**src/rtl/i2c_pad_conditioner.sv**
```systemverilog
// I2C pad conditioner: synchronizes and glitch-filters the open-drain pads for the I2C core,
// monitors START/STOP/byte/stuck activity and runs an SCL-pulsing bus recovery on request.
module i2c_pad_conditioner #(
  parameter int FILTER_LEN   = 4,
  parameter int STUCK_CYCLES = 1000000,
  parameter int HALF_PERIOD  = 250
) (
  input  logic       clk_clk,
  input  logic       reset_reset,
  input  logic       pad_sda_in,
  input  logic       pad_scl_in,
  output logic       pad_sda_oe,
  output logic       pad_scl_oe,
  input  logic       core_sda_oe,
  input  logic       core_scl_oe,
  output logic       core_sda_in,
  output logic       core_scl_in,
  input  logic       recover_req,
  output logic       recover_active,
  output logic       recover_done,
  output logic       recover_fail,
  output logic       bus_busy,
  output logic       start_det,
  output logic       stop_det,
  output logic       nack_det,
  output logic [7:0] byte_count,
  output logic       stuck_err
);
  localparam int FW = $clog2(FILTER_LEN) + 1;
  localparam int SW = $clog2(STUCK_CYCLES + 1);
  localparam int HW = $clog2(HALF_PERIOD) + 1;

  typedef enum logic [2:0] {
    IDLE, PULSE_LOW, PULSE_HIGH, STOP_LOW, STOP_SCL_REL, STOP_SDA_REL, DONE
  } state_t;

  // Bit 0 carries SCL, bit 1 carries SDA through the sync/filter pipeline.
  logic [1:0]    raw, sync_p0, sync_p1, filt;
  logic [FW-1:0] fcnt [2];

  assign raw = {pad_sda_in, pad_scl_in};

  // Stage boundary: two synchronizer flops, then per-line stability filter
  always_ff @(posedge clk_clk) begin
    if (reset_reset) begin
      sync_p0 <= 2'b11;
      sync_p1 <= 2'b11;
      filt    <= 2'b11;
      for (int i = 0; i < 2; i++) fcnt[i] <= '0;
    end else begin
      sync_p0 <= raw;
      sync_p1 <= sync_p0;
      for (int i = 0; i < 2; i++) begin
        if (sync_p1[i] == filt[i]) begin
          fcnt[i] <= '0;
        end else if (fcnt[i] == FW'(FILTER_LEN - 1)) begin
          filt[i] <= sync_p1[i];
          fcnt[i] <= '0;
        end else begin
          fcnt[i] <= fcnt[i] + FW'(1);
        end
      end
    end
  end

  logic          scl_f, sda_f, scl_q, sda_q;
  logic          start_c, stop_c, scl_rise;
  state_t        state, state_nx;
  logic [HW-1:0] hp_cnt;
  logic [3:0]    pulse_cnt, bit_cnt;
  logic [SW-1:0] stuck_cnt;
  logic          rec_scl_oe, rec_sda_oe, hp_adv, hp_last, accept, pulse_end;

  assign scl_f          = filt[0];
  assign sda_f          = filt[1];
  assign hp_last        = (hp_cnt == HW'(HALF_PERIOD - 1));
  assign accept         = (state == IDLE) && recover_req;
  assign pulse_end      = (state == PULSE_HIGH) && scl_f && hp_last;
  assign recover_active = (state != IDLE) && (state != DONE);
  assign recover_done   = (state == DONE);
  assign pad_scl_oe     = recover_active ? rec_scl_oe : core_scl_oe;
  assign pad_sda_oe     = recover_active ? rec_sda_oe : core_sda_oe;
  assign core_scl_in    = recover_active | scl_f;
  assign core_sda_in    = recover_active | sda_f;

  always_ff @(posedge clk_clk) begin
    if (reset_reset) state <= IDLE;
    else             state <= state_nx;
  end

  // High phases only advance while SCL reads high, so a stretching slave lengthens them.
  always_comb begin
    state_nx   = state;
    rec_scl_oe = 1'b0;
    rec_sda_oe = 1'b0;
    hp_adv     = 1'b0;
    case (state)
      IDLE:         if (recover_req) state_nx = PULSE_LOW;
      PULSE_LOW: begin
        rec_scl_oe = 1'b1;
        hp_adv     = 1'b1;
        if (hp_last) state_nx = PULSE_HIGH;
      end
      PULSE_HIGH: begin
        hp_adv = scl_f;
        if (pulse_end) state_nx = (sda_f || pulse_cnt == 4'd8) ? STOP_LOW : PULSE_LOW;
      end
      STOP_LOW: begin
        rec_scl_oe = 1'b1;
        rec_sda_oe = 1'b1;
        hp_adv     = 1'b1;
        if (hp_last) state_nx = STOP_SCL_REL;
      end
      STOP_SCL_REL: begin
        rec_sda_oe = 1'b1;
        hp_adv     = scl_f;
        if (scl_f && hp_last) state_nx = STOP_SDA_REL;
      end
      STOP_SDA_REL: begin
        hp_adv = 1'b1;
        if (hp_last) state_nx = DONE;
      end
      DONE:         state_nx = IDLE;
      default:      state_nx = IDLE;
    endcase
  end

  always_ff @(posedge clk_clk) begin
    if (reset_reset) begin
      hp_cnt       <= '0;
      pulse_cnt    <= '0;
      recover_fail <= 1'b0;
    end else begin
      if (state_nx != state) hp_cnt <= '0;
      else if (hp_adv)       hp_cnt <= hp_cnt + HW'(1);
      if (accept) begin
        pulse_cnt    <= '0;
        recover_fail <= 1'b0;
      end else if (pulse_end) begin
        pulse_cnt <= pulse_cnt + 4'd1;
        if (!sda_f && pulse_cnt == 4'd8) recover_fail <= 1'b1;
      end
    end
  end

  // Simultaneous SCL and SDA edges fail the scl_q & scl_f term, so they never qualify.
  assign start_c  = scl_q & scl_f & sda_q & ~sda_f;
  assign stop_c   = scl_q & scl_f & ~sda_q & sda_f;
  assign scl_rise = ~scl_q & scl_f;

  always_ff @(posedge clk_clk) begin
    if (reset_reset) begin
      scl_q      <= 1'b1;
      sda_q      <= 1'b1;
      start_det  <= 1'b0;
      stop_det   <= 1'b0;
      nack_det   <= 1'b0;
      bus_busy   <= 1'b0;
      bit_cnt    <= '0;
      byte_count <= '0;
    end else begin
      scl_q     <= scl_f;
      sda_q     <= sda_f;
      start_det <= 1'b0;
      stop_det  <= 1'b0;
      nack_det  <= 1'b0;
      if (state == DONE) begin
        bus_busy <= 1'b0;
        bit_cnt  <= '0;
      end else if (!recover_active) begin
        if (start_c) begin
          start_det  <= 1'b1;
          bus_busy   <= 1'b1;
          bit_cnt    <= '0;
          byte_count <= '0;
        end else if (stop_c) begin
          stop_det <= 1'b1;
          bus_busy <= 1'b0;
          bit_cnt  <= '0;
        end else if (bus_busy && scl_rise) begin
          if (bit_cnt == 4'd8) begin
            bit_cnt  <= '0;
            nack_det <= sda_f;
            if (byte_count != 8'hFF) byte_count <= byte_count + 8'd1;
          end else begin
            bit_cnt <= bit_cnt + 4'd1;
          end
        end
      end
    end
  end

  always_ff @(posedge clk_clk) begin
    if (reset_reset) begin
      stuck_cnt <= '0;
      stuck_err <= 1'b0;
    end else if (recover_active || accept) begin
      stuck_cnt <= '0;
      if (accept) stuck_err <= 1'b0;
    end else if (!scl_f || (!sda_f && !bus_busy)) begin
      if (stuck_cnt != SW'(STUCK_CYCLES)) stuck_cnt <= stuck_cnt + SW'(1);
      if (stuck_cnt >= SW'(STUCK_CYCLES - 1)) stuck_err <= 1'b1;
    end else begin
      stuck_cnt <= '0;
    end
  end
endmodule

```
**config.mk**
```make
export PLATFORM = sky130hd
export DESIGN_NAME = i2c_pad_conditioner
export DESIGN_NICKNAME = d
export VERILOG_FILES = /design/src/rtl/i2c_pad_conditioner.sv
export SDC_FILE = /design/constraint.sdc
export NUM_CORES = 1
export LEC_CHECK = 0
export ABC_AREA = 1
export ABC_CLOCK_PERIOD_IN_PS = 2400
export CAP_MARGIN = 5
export CORE_MARGIN = 2
export CORE_UTILIZATION = 30
export CTS_BUF_LIST = sky130_fd_sc_hd__clkbuf_16
export DETAILED_ROUTE_END_ITERATION = 10
export SLEW_MARGIN = 5
export SYNTH_ARGS = -nofsm -noshare
export SYNTH_HDL_FRONTEND = slang
export SYNTH_SLANG_ARGS = --single-unit
export TNS_END_PERCENT = 1
```
**constraint.sdc**
```tcl
create_clock -name clk_clk -period 2.4 [get_ports clk_clk]
set_clock_uncertainty 0.2 [all_clocks]
set_input_delay 0.48 -clock clk_clk [delete_from_list [all_inputs] [get_ports clk_clk]]
set_output_delay 0.48 -clock clk_clk [all_outputs]
set_load 0.02 [all_outputs]
```
==> qor.txt, run 1 <==
area grow syn2layout: 21.3%
# port buffers: 26
switching share of power: 23.9%
Synth area leaders: dfxtp_1, nand2_1, inv_1
Hold WS: 0.212 ns
Max Cap Viol: 0
vias in the first global route: 2962
cts hold-fix bufs: 0
CTS clk-pin slew, worst paths: 0.05 ns
clk_lat worst skew: 0.32 ns
clock sinks: 68
ant diodes: 0
r2r setup slk: 0.52 ns
CTS max path bufs: 2
fin util: 37.3%
grt ovf: 0
crit path max fanout: 6
Max stage delay cell, worst path: clkdlybuf4s15_1
Cell Int Power: 0.00192 W
placer congestion estimate: 0.864
P per Cell Area: 594 mW/mm^2
Yosys top cell by area: dfxtp_1
vias: 3020
Gate power share: 6.4%
htree depth: 3
area of the multi-input gates: 0.00178 mm^2
Yosys cell types: 42
Final Cycle Share: 95.8%
final hold violation count: 0
first-pass GRT wire length: 13.0 mm
most common cell after layout, fill and taps aside: nand2_1
worst path cell trace: inv_1 -> nand2_2 -> nor2_2 -> nor2_4 -> inv_2 -> nand2_1 -> o21ai_0 -> clkdlybuf4s15_1
Pleak: 1.65 nW
drt initial violations: 152
Synthesis Warnings: 0
Critical path origin: state[1]
Max stage delay on crit path: 0.33 ns
worst vdd ir: 323 uV
cells on worst reg2reg path: 8
DR WL/cell: 10.9 um
total die area: 0.0125 mm^2
Stages on worst setup path: 8
total power: 0.00252 W
wl on met1: 3.40 mm
die height: 112 um
CP endpoint kind: output pin
hold path start: sync_p0[0]
top metal layer carrying routed signals: met4
r2r endpoint: stuck_cnt[18]
leading cell types in the layout, fill and taps excluded: nand2_1, inv_1, dfxtp_1, nor2_1, a21oi_1
DR WL met3: 221 um
Initial Utilization: 30.7%
initial antenna violation count: 0
placement row count: 39
worst path arrival time: 1.62 ns
Met2 Wirelength: 3.48 mm
pre-CTS setup slack: 0.0108 ns
NetSw: 0.000601 W
CP Capture Point: pad_scl_oe
endpoints failing setup: 0
WL final: 7.19 mm
top cell type's share of synthesized area: 35.5%
largest net degree at the start of global routing: 17
Inserted Clock Buffers: 9
Max Fclk: 435 MHz
status: finished, final reports clean
nets: 531
DRT Pass-1 Iters: 4
Worst path top cell family by delay: buffers and inverters
CP required: 1.72 ns
via density per instance: 4.58
Detailed Place HPWL: 5.44 mm
final worst path period need: 2.30 ns
Buffers & Inverters on Critical Path: 3
share of layout cells above drive strength 1: 12.4%
Avg Cell Area, Syn: 7.50 um^2
Synth Instances: 466
I/O pins: 27
DR DRC count: 0
total track usage: 12.5%
Post-Syn Area: 0.00349 mm^2
RSZ-0062 raised after global routing: true
Yosys reg bits: 68
worst r2r src: stuck_cnt[0]
Setup CP Type: flip-flop to output pin
sequential cell area fraction in the yosys report: 40.7%
Pins Over Slew Limit: 0
final setup margin: 0.101 ns
FF/Latch Area: 0.00142 mm^2
core area: 0.0114 mm^2
Die W: 112 um
Clock Root Buffer: clkbuf_16
setup_tns: 0 ns
crit start category: flip-flop
CTS tree: yes
Clock Power Share: 46.9%
hold crit path type: flip-flop to flip-flop
fillers: 1190
Final ANT Viol Nets: 0
Reg power frac: 46.7%
==> power groups by stage <==
stage          Sequential, W  Clock (W)  Combinational [W]
2_1_floorplan        0.00120          0           0.000105
5_1_grt              0.00118    0.00127           0.000183
4_1_cts              0.00118    0.00122           0.000164
3_3_place_gp         0.00120          0           0.000164
3_5_place_dp         0.00120          0           0.000166
6_report             0.00118    0.00118           0.000161
==> cells in the mapped netlist, drive strengths merged <==
master	count
a211oi	1
a21oi	39
a31o	1
a31oi	3
and3	1
buf	4
clkbuf	2
conb	1
dfxtp	62
edfxtp	6
ha	13
inv	70
nand2	85
nand3	38
nand3b	3
nand4	8
nor2	62
nor3	17
nor3b	1
o211ai	2
o21a	2
o21ai	23
o21bai	1
o22ai	1
or2	5
xnor2	2
xor2	13
==> metrics by stage <==
stage | instances | instance area [um^2]
final | 659 | 4240
after global routing | 659 | 4240
after CTS | 659 | 4240
after detailed placement | 643 | 3980
after global placement | 643 | 3980
after floorplan | 471 | 3510
==> final cells by class <==
type                    instances  area share [%]
clock buffers                   9            5.31
well taps                     143            4.22
flip-flops and latches         68            33.6
repair buffers                 35            7.59
inverters                      70            6.26
multi-input cells             327            42.1
clock inverters                 7            1.00
==> layer usage <==
metal	GRT usage [%]	up-vias
met3	3.43	6
met5	0	-
met1	15.5	1381
met2	21.6	41
met4	3.29	0
li1	-	1592
==> repair_timing <==
| item | CTS | global route |
|---|---|---|
| setup buffers | 0 | 0 |
| resized for setup | 6 | 5 |
| endpoints found under the setup margin | 5 | 4 |
==> how the worst min path moves through the flow <==
stage          slack (ns)  depth (start not counted)          to
6_report             0.21                          1  sync_p1[0]
5_1_grt              0.23                          1  sync_p1[0]
4_1_cts              0.22                          1  sync_p1[0]
3_5_place_dp         0.20                          1  sync_p1[0]
3_3_place_gp         0.20                          1  sync_p1[1]
2_1_floorplan        0.19                          1  sync_p1[0]
==> cells by family (layout without fill, tap and decap cells) <==
group / after synthesis / in the layout / synth area share (%)
compound gates: 73 / 73 / 11.6
flops: 68 / 68 / 40.7
simple gates: 220 / 220 / 30.4
buf+inv: 76 / 121 / 8.81
other cells: 1 / 6 / 0.107
fa+ha+maj: 13 / 13 / 4.66
xor+xnor: 15 / 15 / 3.76
==> registers in the layout, indices dropped and copies added (netlist names), 3 cells and up <==
register / cells
pulse_cnt: 4
stuck_cnt: 20
hp_cnt: 9
state: 3
byte_count: 8
bit_cnt: 4
fcnt: 6
No activity file was read; power rests on OpenSTA's default activity.
==> inputs of run 2 (changes only) <==
- SETUP_SLACK_MARGIN: unset -> 0.05
- SKIP_CTS_REPAIR_TIMING: unset -> 1
==> run 2 against run 1 <==
  * Highest routed layer unchanged
  * Final area increased by 0.32%
  * Setup slack improved by 0.081 ns
  * Largest power group unchanged
  * Worst hold slack unchanged
  * Core utilization increased by 0.12 points
  * Global-route usage unchanged
  * First-iteration DRC count decreased by 0.66%
  * Total power about the same
  * Die area unchanged
  * Register-to-register slack about the same
  * Clock power about the same
  * Final cell count unchanged
  * Largest cell class unchanged
  * Critical endpoint unchanged
  * Non-clock buffer count unchanged
==> qor.txt, run 2 (synthesis results as in run 1) <==
final worst path period need: 2.22 ns
CP endpoint kind: output pin
endpoints failing setup: 0
CTS tree: yes
pre-CTS setup slack: 0.0108 ns
total track usage: 12.5%
CP required: 1.72 ns
vias: 3023
Detailed Place HPWL: 5.44 mm
Final Cycle Share: 92.4%
max reg flops: 20
final instance area: 0.00425 mm^2
crit start category: flip-flop
final setup margin: 0.182 ns
nets: 531
final hold violation count: 0
clock sinks: 68
RSZ-0062 raised after global routing: true
Final Non-Filler Cells: 659
# port buffers: 26
worst vdd ir: 324 uV
Max Fclk: 451 MHz
CTS clk-pin slew, worst paths: 0.05 ns
ant diodes: 0
hold crit path type: flip-flop to flip-flop
grt ovf: 0
placement row count: 39
worst path arrival time: 1.54 ns
placed cells: 643
Initial Utilization: 30.7%
Clock Root Buffer: clkbuf_16
drt initial violations: 151
Max stage delay cell, worst path: dfxtp_1
leading cell types in the layout, fill and taps excluded: nand2_1, inv_1, dfxtp_1, nor2_1, a21oi_1
Pins Over Slew Limit: 0
DR WL/cell: 10.9 um
worst path cell trace: inv_1 -> nand2_2 -> nor2_2 -> nor2_4 -> inv_2 -> nand2_1 -> o21ai_0 -> dlymetal6s2s_1
Buffers & Inverters on Critical Path: 3
crit path max fanout: 6
share of layout cells above drive strength 1: 12.4%
WL final: 7.19 mm
DR DRC count: 0
first-pass GRT wire length: 13.0 mm
initial antenna violation count: 0
via density per instance: 4.59
I/O pins: 27
area grow syn2layout: 21.7%
DRT Pass-1 Iters: 4
Top reg by flops: stuck_cnt
most common cell after layout, fill and taps aside: nand2_1
largest net degree at the start of global routing: 17
clk_lat worst skew: 0.32 ns
placer congestion estimate: 0.864
Max Cap Viol: 0
fillers: 1189
top flop regs: stuck_cnt (20), hp_cnt (9), byte_count (8)
Pleak: 1.68 nW
Worst path top cell family by delay: buffers and inverters
status: finished, final reports clean
vias in the first global route: 2968
Area after DPL: 0.00398 mm^2
Final ANT Viol Nets: 0
core area: 0.0114 mm^2
Die W: 112 um
fin util: 37.4%
Setup CP Type: flip-flop to output pin
P per Cell Area: 592 mW/mm^2
Inserted Clock Buffers: 9
die height: 112 um
total die area: 0.0125 mm^2
htree depth: 3
Max stage delay on crit path: 0.32 ns
CTS max path bufs: 2
-- run 2: worst register-to-register path: stages (launching register included) --
cell and delay (ns):
dfxtp_1 0.38, ha_1 0.19, nand2_1 0.08, nor2_2 0.18, nand2_1 0.17, nor2_4 0.18, nand3b_2 0.13, o21ai_0 0.17
a21oi_1 0.08
-- run 2: layout make-up --
cell class / instances / area (um^2) / area share (%)
Timing Repair Buffer: 35 / 335 / 7.88
Clock inverter: 7 / 42.5 / 1.00
Multi-Input combinational cell: 327 / 1780 / 41.9
Tap cell: 143 / 179 / 4.21
Sequential cell: 68 / 1420 / 33.5
Clock buffer: 9 / 225 / 5.30
Inverter: 70 / 265 / 6.24
-- run 2: layer usage --
| metal | share of wire [%] | track usage, % | vias to the layer above | routed length [um] |
|---|---|---|---|---|
| met5 | 0 | 0 | - | 0 |
| met4 | 1.2 | 3.29 | 0 | 83 |
| li1 | - | - | 1593 | - |
| met1 | 47 | 15.5 | 1383 | 3400 |
| met3 | 3.0 | 3.43 | 7 | 215 |
| met2 | 49 | 21.5 | 40 | 3500 |
-- run 2: worst paths after layout --
path | startpoint | endpoint | slack [ns] | cells past startpoint
setup reg to reg | stuck_cnt[0] | stuck_cnt[18] | 0.52 | 8
setup / recovery | state[1] | pad_scl_oe | 0.18 | 8
hold reg to reg | sync_p0[0] | sync_p1[0] | 0.21 | 1
hold / removal | sync_p0[0] | sync_p1[0] | 0.21 | 1
-- run 2: report_power, final --
group	switching (W)	leakage [nW]	internal [W]
clock network	0.000488	0.129	0.000692
logic	0.0000998	0.985	0.0000623
registers	0.0000133	0.564	0.00116
-- run 2: metrics by stage --
step / setup TNS, ns / total power, W / hold slack (ns)
after detailed placement: 0 / 0.00137 / 0.200
final: 0 / 0.00252 / 0.212
after global routing: 0 / 0.00264 / 0.231
after CTS: -0.768 / 0.00256 / 0.215
after global placement: 0 / 0.00136 / 0.202
after floorplan: 0 / 0.00130 / 0.189
==> inputs of run 3 (changes only) <==
- PLACE_DENSITY: unset -> 0.57
==> run 3 against run 2 <==
  * Die area stayed put
  * Largest cell class unchanged
  * Sequential share of layout area about the same
  * Total power shrank 1.7%
  * Wire length grew 0.93%
  * Sequential power about the same
  * Register-to-register slack worse by 0.02 ns
  * Final cell count rose by 0.15%
==> qor.txt, run 3 (synthesis results as in run 1) <==
Final ANT Viol Nets: 0
largest net degree at the start of global routing: 17
CTS max path bufs: 2
Initial Utilization: 30.7%
core area: 0.0114 mm^2
drt initial violations: 245
fin util: 37.4%
Hold WS: 0.210 ns
hold crit path type: flip-flop to flip-flop
met1 Use GR: 15.8%
CP endpoint kind: output pin
total die area: 0.0125 mm^2
worst vdd ir: 321 uV
# port buffers: 26
DRT Pass-1 Iters: 4
worst path arrival time: 1.59 ns
most common cell after layout, fill and taps aside: nand2_1
Setup CP Type: flip-flop to output pin
CTS tree: yes
Clock Root Buffer: clkbuf_16
crit path max fanout: 5
Detailed Place HPWL: 5.54 mm
vias in the first global route: 2833
final hold violation count: 0
P per Cell Area: 583 mW/mm^2
die height: 112 um
via density per instance: 4.60
clk_lat worst skew: 0.33 ns
placement row count: 39
Max Cap Viol: 0
Top reg by flops: stuck_cnt
Max stage delay cell, worst path: clkdlybuf4s50_1
CP required: 1.72 ns
Buffers & Inverters on Critical Path: 2
share of layout cells above drive strength 1: 12.0%
Die W: 112 um
clock sinks: 68
Pins Over Slew Limit: 0
pre-CTS setup slack: 0.0232 ns
area grow syn2layout: 21.6%
worst path cell trace: buf_4 -> nor2_4 -> clkdlybuf4s50_1
Max transition margin: 66.1%
GRT Max-Usage Layer: met2
I/O pins: 27
crit start category: flip-flop
Max stage delay on crit path: 0.65 ns
worst slew pin tran: 0.505 ns
grt ovf: 0
DR DRC count: 0
final instance area: 0.00425 mm^2
fillers: 1191
final setup margin: 0.125 ns
met2 usage: 20.1%
Worst path top cell family by delay: buffers and inverters
top flop regs: stuck_cnt (20), hp_cnt (9), byte_count (8)
total track usage: 12.5%
grt met3 use: 4.03%
final worst path period need: 2.27 ns
placer congestion estimate: 0.813
Final Cycle Share: 94.8%
vias: 3036
status: finished, final reports clean
Area after DPL: 0.00399 mm^2
CTS clk-pin slew, worst paths: 0.05 ns
initial antenna violation count: 0
htree depth: 3
RSZ-0062 raised after global routing: false
WL final: 7.26 mm
max reg flops: 20
leading cell types in the layout, fill and taps excluded: nand2_1, inv_1, dfxtp_1, nor2_1, a21oi_1
Inserted Clock Buffers: 9
endpoints failing setup: 0
first-pass GRT wire length: 12.7 mm
Pleak: 1.67 nW
DR WL/cell: 11.0 um
Max Fclk: 440 MHz
ant diodes: 0
total power: 0.00247 W
nets: 533
## run 3: cell types whose count changed in the layout (fill, tap and decap cells not counted), sizes merged
cell / previous run / this run
clkbuf: 9 / 10
clkinvlp: 2 / 0
buf: 10 / 11
dlymetal6s2s: 5 / 4
inv: 71 / 72
clkdlybuf4s50: 20 / 21
## run 3: layout make-up
type,count,area [um^2],share of cell area [%]
Inverter,70,265,6.24
Clock inverter,6,26.3,0.619
Timing Repair Buffer,37,348,8.19
Clock buffer,9,225,5.30
Sequential cell,68,1420,33.5
Multi-Input combinational cell,327,1780,42.0
Tap cell,143,179,4.21
## run 3: metrics by stage
step,TNS (ns),instances
2_1_floorplan,0,471
3_3_place_gp,0,645
3_5_place_dp,0,645
4_1_cts,-0.658,660
5_1_grt,0,660
6_report,0,660
## run 3: routing by layer
layer | share of wire (%) | up-vias
li1 | - | 1606
met1 | 49 | 1383
met2 | 46 | 39
met3 | 4.1 | 8
met4 | 1.3 | 0
met5 | 0 | -
## run 3: path summary, 6_finish.rpt
check / slack [ns] / start / cells after the start / to
worst min register to register: 0.21 / sync_p0[1] / 1 / sync_p1[1]
worst max register to register: 0.50 / stuck_cnt[0] / 8 / stuck_cnt[18]
worst min-delay path: 0.21 / sync_p0[1] / 1 / sync_p1[1]
worst max-delay path: 0.13 / state[0] / 3 / recover_done
## run 3: power by group
group	switching, W	internal [W]
Sequential	0.0000119	0.00116
Clock	0.000458	0.000675
Combinational	0.000102	0.0000647
Total	0.000572	0.00190
